File: src/rtl/number_entry.sv
// Keypad number entry: collects up to MAX_DIGITS decimal digits per number,
// supports backspace, and commits up to four numbers into output slots that
// feed number_converter. Every output comes straight from a register.
module number_entry #(
  parameter int MAX_DIGITS = 3
) (
  input  logic       clk,
  input  logic       rst,
  input  logic       digit_stb,
  input  logic [3:0] digit,
  input  logic       bksp_stb,
  input  logic       enter_stb,
  input  logic       clr_all,
  output logic [9:0] num1,
  output logic [9:0] num2,
  output logic [9:0] num3,
  output logic [9:0] num4,
  output logic [3:0] valid,
  output logic [1:0] slot,
  output logic [9:0] cur_val,
  output logic [1:0] cur_cnt,
  output logic       full
);

  localparam int         DW      = 4 * MAX_DIGITS;
  localparam logic [1:0] MAX_CNT = 2'(MAX_DIGITS);

  typedef enum logic {ST_ENTRY, ST_FULL} state_t;

  state_t        state_reg;
  logic [DW-1:0] d_reg;        // nibble k holds the digit of weight 10^k
  logic [1:0]    cnt_reg;
  logic [9:0]    val_reg;
  logic [1:0]    slot_reg;
  logic [3:0]    valid_reg;
  logic          full_reg;
  logic [9:0]    num_reg [4];

  logic [DW-1:0] d_ins_next;   // digit register after shifting a new digit in
  logic [DW-1:0] d_del_next;   // digit register after a backspace
  logic [9:0]    ins_val_next;
  logic [9:0]    del_val_next;
  logic          digit_ok;

  // Build the shifted digit vectors nibble by nibble so any MAX_DIGITS works
  generate
    for (genvar gi = 0; gi < MAX_DIGITS; gi++) begin : g_shift
      if (gi == 0) begin : g_ins_low
        assign d_ins_next[3:0] = digit;
      end else begin : g_ins_up
        assign d_ins_next[4*gi +: 4] = d_reg[4*(gi-1) +: 4];
      end
      if (gi == MAX_DIGITS - 1) begin : g_del_top
        assign d_del_next[4*gi +: 4] = 4'd0;
      end else begin : g_del_low
        assign d_del_next[4*gi +: 4] = d_reg[4*(gi+1) +: 4];
      end
    end
  endgenerate

  // Horner evaluation of the decimal digits, most significant first
  function automatic logic [9:0] to_val(input logic [DW-1:0] dv);
    logic [13:0] acc;
    acc = '0;
    for (int k = MAX_DIGITS - 1; k >= 0; k--) begin
      acc = acc * 14'd10 + {10'd0, dv[4*k +: 4]};
    end
    return acc[9:0];
  endfunction

  assign ins_val_next = to_val(d_ins_next);
  assign del_val_next = to_val(d_del_next);
  assign digit_ok     = (cnt_reg < MAX_CNT) && (digit <= 4'd9);

  // Entry/full state machine; clr_all and rst share the same clearing path,
  // and within ENTRY only the highest-priority asserted strobe is considered
  always_ff @(posedge clk) begin
    if (rst || clr_all) begin
      state_reg <= ST_ENTRY;
      d_reg     <= '0;
      cnt_reg   <= '0;
      val_reg   <= '0;
      slot_reg  <= '0;
      valid_reg <= '0;
      full_reg  <= 1'b0;
      for (int i = 0; i < 4; i++) begin
        num_reg[i] <= '0;
      end
    end else begin
      case (state_reg)
        ST_ENTRY: begin
          if (enter_stb) begin
            if (cnt_reg != 2'd0) begin
              num_reg[slot_reg]   <= val_reg;
              valid_reg[slot_reg] <= 1'b1;
              d_reg               <= '0;
              cnt_reg             <= '0;
              val_reg             <= '0;
              if (slot_reg == 2'd3) begin
                full_reg  <= 1'b1;
                state_reg <= ST_FULL;
              end else begin
                slot_reg <= slot_reg + 2'd1;
              end
            end
          end else if (bksp_stb) begin
            if (cnt_reg != 2'd0) begin
              d_reg   <= d_del_next;
              val_reg <= del_val_next;
              cnt_reg <= cnt_reg - 2'd1;
            end
          end else if (digit_stb) begin
            if (digit_ok) begin
              d_reg   <= d_ins_next;
              val_reg <= ins_val_next;
              cnt_reg <= cnt_reg + 2'd1;
            end
          end
        end
        ST_FULL: begin
          // Everything holds until clr_all or rst
        end
        default: state_reg <= ST_ENTRY;
      endcase
    end
  end

  assign num1    = num_reg[0];
  assign num2    = num_reg[1];
  assign num3    = num_reg[2];
  assign num4    = num_reg[3];
  assign valid   = valid_reg;
  assign slot    = slot_reg;
  assign cur_val = val_reg;
  assign cur_cnt = cnt_reg;
  assign full    = full_reg;

endmodule

File: config.mk
export PLATFORM = sky130hd
export DESIGN_NAME = number_entry
export DESIGN_NICKNAME = d
export VERILOG_FILES = /design/src/rtl/number_entry.sv
export SDC_FILE = /design/constraint.sdc
export NUM_CORES = 1
export LEC_CHECK = 0
export ABC_AREA = 1
export CORE_ASPECT_RATIO = 0.8
export CORE_MARGIN = 3
export CORE_UTILIZATION = 53
export CTS_CLUSTER_SIZE = 40
export DETAILED_ROUTE_END_ITERATION = 8
export HOLD_SLACK_MARGIN = 0.05
export PLACE_DENSITY = 0.8
export SLEW_MARGIN = 20
export SYNTH_ARGS = -nofsm -noshare
export SYNTH_HDL_FRONTEND = slang
export SYNTH_SLANG_ARGS = --single-unit
File: constraint.sdc
create_clock -name clk -period 3.6 [get_ports clk]
set_input_delay 0.54 -clock clk [delete_from_list [all_inputs] [get_ports clk]]
set_output_delay 0.54 -clock clk [all_outputs]
set_load 0.01 [all_outputs]
# Word level (Yosys, flattened, before mapping)
# Memories as Yosys holds them, arrays and structs flattened.
# Index checks and enable logic that the tools add are counted.
[op_classes]
n_bitwise = 3
n_reduce_logical = 11
eq_ne = 3
multipliers = 3
muxes = 34
add_sub_neg = 6
magnitude_cmp = 4
[ops]
columns = ["cell", "n"]
rows = [
  ["12-bit 2-to-1 mux", 6],
  ["10-bit 2-to-1 mux", 7],
  ["8-bit by 4-bit adder with 9-bit output", 2],
  ["4-bit by 3-bit multiplier with 7-bit output, second input constant", 2],
  ["2-bit 2-to-1 mux", 7],
  ["1-bit 2-to-1 mux", 13],
  ["10-bit by 4-bit adder with 10-bit output", 1],
  ["10-bit OR reduction", 1],
  ["9-bit by 3-bit multiplier with 9-bit output, second input constant", 1],
  ["4-bit AND reduction", 2],
  ["3-bit nonzero test", 2],
  ["5-bit AND reduction", 1],
  ["2-bit by 1-bit adder with 2-bit output, second input constant", 2],
  ["4-bit <= comparator, second input constant", 1],
  ["2-bit by 1-bit inequality test with 1-bit output, second input constant", 2],
  ["4-bit bitwise OR", 1],
  ["2-bit by 3-bit < comparator with 1-bit output, second input constant", 1],
  ["3-bit AND reduction", 1],
  ["1-bit demux with 2-bit select", 1],
  ["2-bit equality test, second input constant", 1],
  ["2-bit by 1-bit greater-or-equal comparator with 1-bit output, second input constant", 1],
  ["1-bit logical AND", 2],
  ["2-bit < comparator, second input constant", 1],
  ["1-bit NOT", 2],
  ["3 further kinds", 3],
]
[totals]
ramBits = 40
ff_bits = 32
out_inout_bits = 59
memories = 1
input_bits = 10
[memory_table]
columns = ["memory", "depth", "width", "rd", "rd_ports_with_merged_regs", "write_ports", "line", "source"]
rows = [
  ["num_reg", 4, 10, 4, 0, 4, "37", "logic [9:0] num_reg [4];"],
]

# Logic depth before layout (Yosys ltp)
[depth]
depth_word = 8
depth_mapped = 20
depth_no_buf = 20

# Least setup slack after synthesis
# Ideal clock, no wire load.
[synth_timing]
kind = "register -> register"
start = "reg d_reg[7]"
end = "reg val_reg[9], in the netlist cur_val[9]"
setup_time_ns = 0.132
t_arrival_ns = 3.176
period_less_slack_ns = 3.308
required_ns = 3.468
stages_incl_launch_ff = 20
slack_ns = 0.292
cell_sequence = "dfxtp_1 -> ha_1 -> ha_1 -> fa_1 -> nand2_1 -> inv_1 -> nand3_1 -> nand2_1 -> nand2_1 -> inv_1 -> ha_1 -> ha_1 -> nand2_1 -> o21ai_0 -> xor2_1 -> nand3_1 -> inv_1 -> nand3_1 -> nand3_1 -> a21oi_1"
[synth_between]
elab_chain_cells = 8
[synth_lines]
columns = ["item", "line", "source"]
rows = [
  ["start, declared", "31", "logic [DW-1:0] d_reg;"],
  ["start signal, assigned", "108", "d_reg <= d_del_next;"],
  ["start signal, assigned", "114", "d_reg <= d_ins_next;"],
  ["4-bit by 3-bit multiplier with 7-bit output", "66", "acc = acc * 14'd10 + {10'd0, dv[4*k +: 4]};"],
  ["8-bit by 4-bit adder with 9-bit output", "66", ""],
  ["9-bit by 3-bit multiplier with 9-bit output", "66", ""],
  ["10-bit by 4-bit adder with 10-bit output", "66", ""],
  ["10-bit 2-to-1 mux", "113", "if (digit_ok) begin"],
  ["10-bit 2-to-1 mux", "112", "end else if (digit_stb) begin"],
  ["10-bit 2-to-1 mux", "106", "end else if (bksp_stb) begin"],
  ["10-bit 2-to-1 mux", "92", "if (enter_stb) begin"],
  ["end signal, assigned", "109", "val_reg <= del_val_next;"],
  ["end signal, assigned", "115", "val_reg <= ins_val_next;"],
  ["end, declared", "33", "logic [9:0] val_reg;"],
]
# Every way passes these cells. The select of a mux whose other input is x is not followed.
# A chain may end at the register's enable or synchronous reset.

# Worst setup path in the final report
[layout_timing]
start = "reg d_reg[5]"
end = "reg val_reg[8], in the netlist cur_val[8]"
[layout_between]
elab_chain_cells = 8
word_cells_on_any_way = 10
cone_classes = "add/sub (3); mul (2); mux (5)"
[layout_lines]
columns = ["item", "line"]
rows = [
  ["4-bit by 3-bit multiplier with 7-bit output", "66"],
  ["8-bit by 4-bit adder with 9-bit output", "66"],
  ["9-bit by 3-bit multiplier with 9-bit output", "66"],
  ["10-bit by 4-bit adder with 10-bit output", "66"],
  ["10-bit 2-to-1 mux", "113"],
  ["10-bit 2-to-1 mux", "112"],
  ["10-bit 2-to-1 mux (*)", "106"],
  ["10-bit 2-to-1 mux (*)", "92"],
]
# Mark *: on every way between the ends. The rest lies on a longest branch, timed or not. The select of a mux whose other input is x is not followed.

==> out/metrics.cfg <==
[routing]
vias=3366
wire_per_inst_um=15.6
dr.pass1.iters=5
drt_wl_total_um=9410
viasPerCell=5.58
first_iter_violations=262
route.detailed.drc=0
postRouteAntennaNets=0

[place]
dp_hpwl_um=7010
port_buffers=68
placedCellCount=586
finalWeightedCongestion=0.907

[logic_synthesis]
async_reset_ff_share_pct=0
syn_area_mm2=0.00386
syn_nets=481
synth-edff-count=40
ys_seq_area_share_pct=47.1
ys.flop_type=edfxtp_1
synth_cells=433
syn_area_per_cell_um2=8.93
ys_warn_count=0
synth_seq_cells=71
ys_types=33

[final_layout]
areaGrowthSynthToFinish_pct=28.1
antennaDiodeCount=0
final_util_pct=70.8
fin_nets=559
drive_above_1_share_pct=10.7
fillers=531
largest_reg_flops=40
layout.cells.non_filler=603

[power_and_ir_drop]
power_frac_seq_pct=51.7
pwr-share-comb_pct=10.2
peakVddDrop_mv=0.197
p_leak_nw=1.97
power.density_mw_per_mm2=346
switching_power_uw=416
p_int_mw=1.30
netSwitchingFraction_pct=24.3
clock_power_share_pct=38.1

[timing]
setup_viol=0
slew_headroom_pct=65.1
fin_crit_ns=3.40
setup_tns_ns=0
worstMarginPinSlew_ns=0.523
max_freq_mhz=294
hold_violations=0
fin_crit_sh_pct=94.6
drv_slew=0
clock_skew_ns=0.0125

[die]
ios=69
die_w_um=101
start_util_pct=55.3
fp.dieH_um=82.4
num_rows=27
dieArea_mm2=0.00836
coreArea_mm2=0.00699

[global_route]
grt_pass1_vias=3129
antenna_found_initial=0
track_usage_pct=22.7
grt_max_degree=28
grt-ovfl-total=0
grt_pass1_wl_um=14700

[clock_network]
root_buffer=clkbuf_8
ctsHoldBuffers=0
worstSkewPairLatency_ns=0.35
cts_made_buffers=9
tritoncts=yes
clock_sinks=71
cts.reportedPaths.clkPinSlew_ns=0.08
htreeDepth=3
cts.path.max_buffers=2

[critical_path]
crit_type=reg -> reg
crit_required_ns=3.83
critPathMaxFanout=4
cp.arrival_ns=3.63
start_kind=register
endpoint_kind=register

[job]
cap_violations=0

[worst_hold_path]
min_path_type=reg -> reg

[outcome]
status=completed

## through the flow
step	power, mW	hold WS, ns	setup slack [ns]	area [µm²]
after floorplan	0.988	0.462	0.292	3860
after global placement	1.07	0.440	0.258	4660
after detailed placement	1.07	0.460	0.130	4660
after CTS	1.71	0.474	0.104	4860
after global routing	1.77	0.508	-0.0224	4950
final	1.71	0.472	0.195	4950
## cell usage after synthesis (3+ instances only)
master	n	area (µm²)
nand3_1	28	140
nor2_1	59	221
o211ai_1	6	45.0
ha_1	32	400
nand4_1	4	25.0
fa_1	6	120
dfxtp_1	31	621
buf_2	3	15.0
xnor2_1	4	35.0
or2_2	4	25.0
inv_2	4	15.0
a31oi_1	3	18.8
inv_1	48	180
o21ai_0	10	50.1
xor2_1	10	87.6
nand2_1	81	304
a21oi_1	35	175
nor3_1	4	20.0
edfxtp_1	40	1200
clkbuf_1	5	18.8
## cells by family (layout without fill, tap and decap cells)
family	Yosys count	after routing	synth area share, %
buffers and inverters	63	146	6.70
XOR/XNOR	14	14	3.17
adder cells (fa/ha/maj)	38	38	13.5
AO/OA/AOI/OAI	61	61	8.94
AND/OR/NAND/NOR	186	186	20.6
flip-flops	71	71	47.1
## final timing paths
check	startpoint	end	slack [ns]	cells past startpoint
worst max-delay path	d_reg[5]	cur_val[8]	0.20	14
worst min-delay path	valid[3]	valid[3]	0.47	2
worst max register to register	d_reg[5]	cur_val[8]	0.20	14
worst min register to register	valid[3]	valid[3]	0.47	2
## placed cells by master, fill, tap and decap left out, types with 3 or more instances in the layout
cell             instances
nor2_1                  59
inv_1                   47
o211ai_1                 6
nand4_1                  4
ha_1                    29
xnor2_1                  3
xor2_2                   3
inv_2                    5
nor3_1                   3
fa_1                     5
clkdlybuf4s50_1         68
buf_4                   10
o21ai_0                  9
a21oi_1                 34
dfxtp_1                 30
edfxtp_1                40
nand2_1                 81
or2_2                    4
a31oi_1                  3
clkbuf_8                10
nand3_1                 27
xor2_1                   7
## power groups by stage
stage	Sequential (mW)	Clock (mW)	Combinational [mW]
2_1_floorplan	0.915	0	0.0730
3_3_place_gp	0.903	0	0.163
3_5_place_dp	0.904	0	0.166
4_1_cts	0.885	0.659	0.168
5_1_grt	0.887	0.689	0.190
6_report	0.885	0.652	0.174
## critical path, stage by stage, from the launching register on
cell and delay (ns):
dfxtp_1 0.32, ha_1 0.29, ha_2 0.20, fa_2 0.59, xor2_2 0.19, ha_1 0.26, ha_1 0.38, nand2_1 0.11
o21ai_1 0.25, xor2_2 0.28, nand2_1 0.11, nand2_1 0.07, nand3_1 0.07, nand3_1 0.09, a21oi_1 0.06
## cell type report
| class | count | area (µm²) | share of cell area, % |
|---|---|---|---|
| clock buffers | 10 | 138 | 2.78 |
| flip-flops and latches | 71 | 1820 | 36.8 |
| inverters | 52 | 195 | 3.94 |
| well taps | 87 | 109 | 2.20 |
| repair buffers | 78 | 756 | 15.3 |
| multi-input cells | 299 | 1860 | 37.6 |
| clock inverters | 6 | 67.6 | 1.37 |
## repair_timing
action | 4_1_cts | 5_1_grt
gates resized for setup | 0 | 16
setup endpoints to repair | 0 | 4
endpoints found under the hold margin | 0 | 0
buffers inserted | 0 | 1
## metal layers
| layer | share of wire (%) | vias to the layer above | wire, µm | global-route usage (%) |
|---|---|---|---|---|
| li1 | - | 1601 | - | - |
| met1 | 43 | 1606 | 4060 | 30.3 |
| met2 | 48 | 146 | 4540 | 37.0 |
| met3 | 7.3 | 13 | 688 | 5.54 |
| met4 | 1.3 | 0 | 118 | 6.77 |
| met5 | 0 | - | 0 | 0 |
Note: power is estimated with default switching activity, not from simulation.
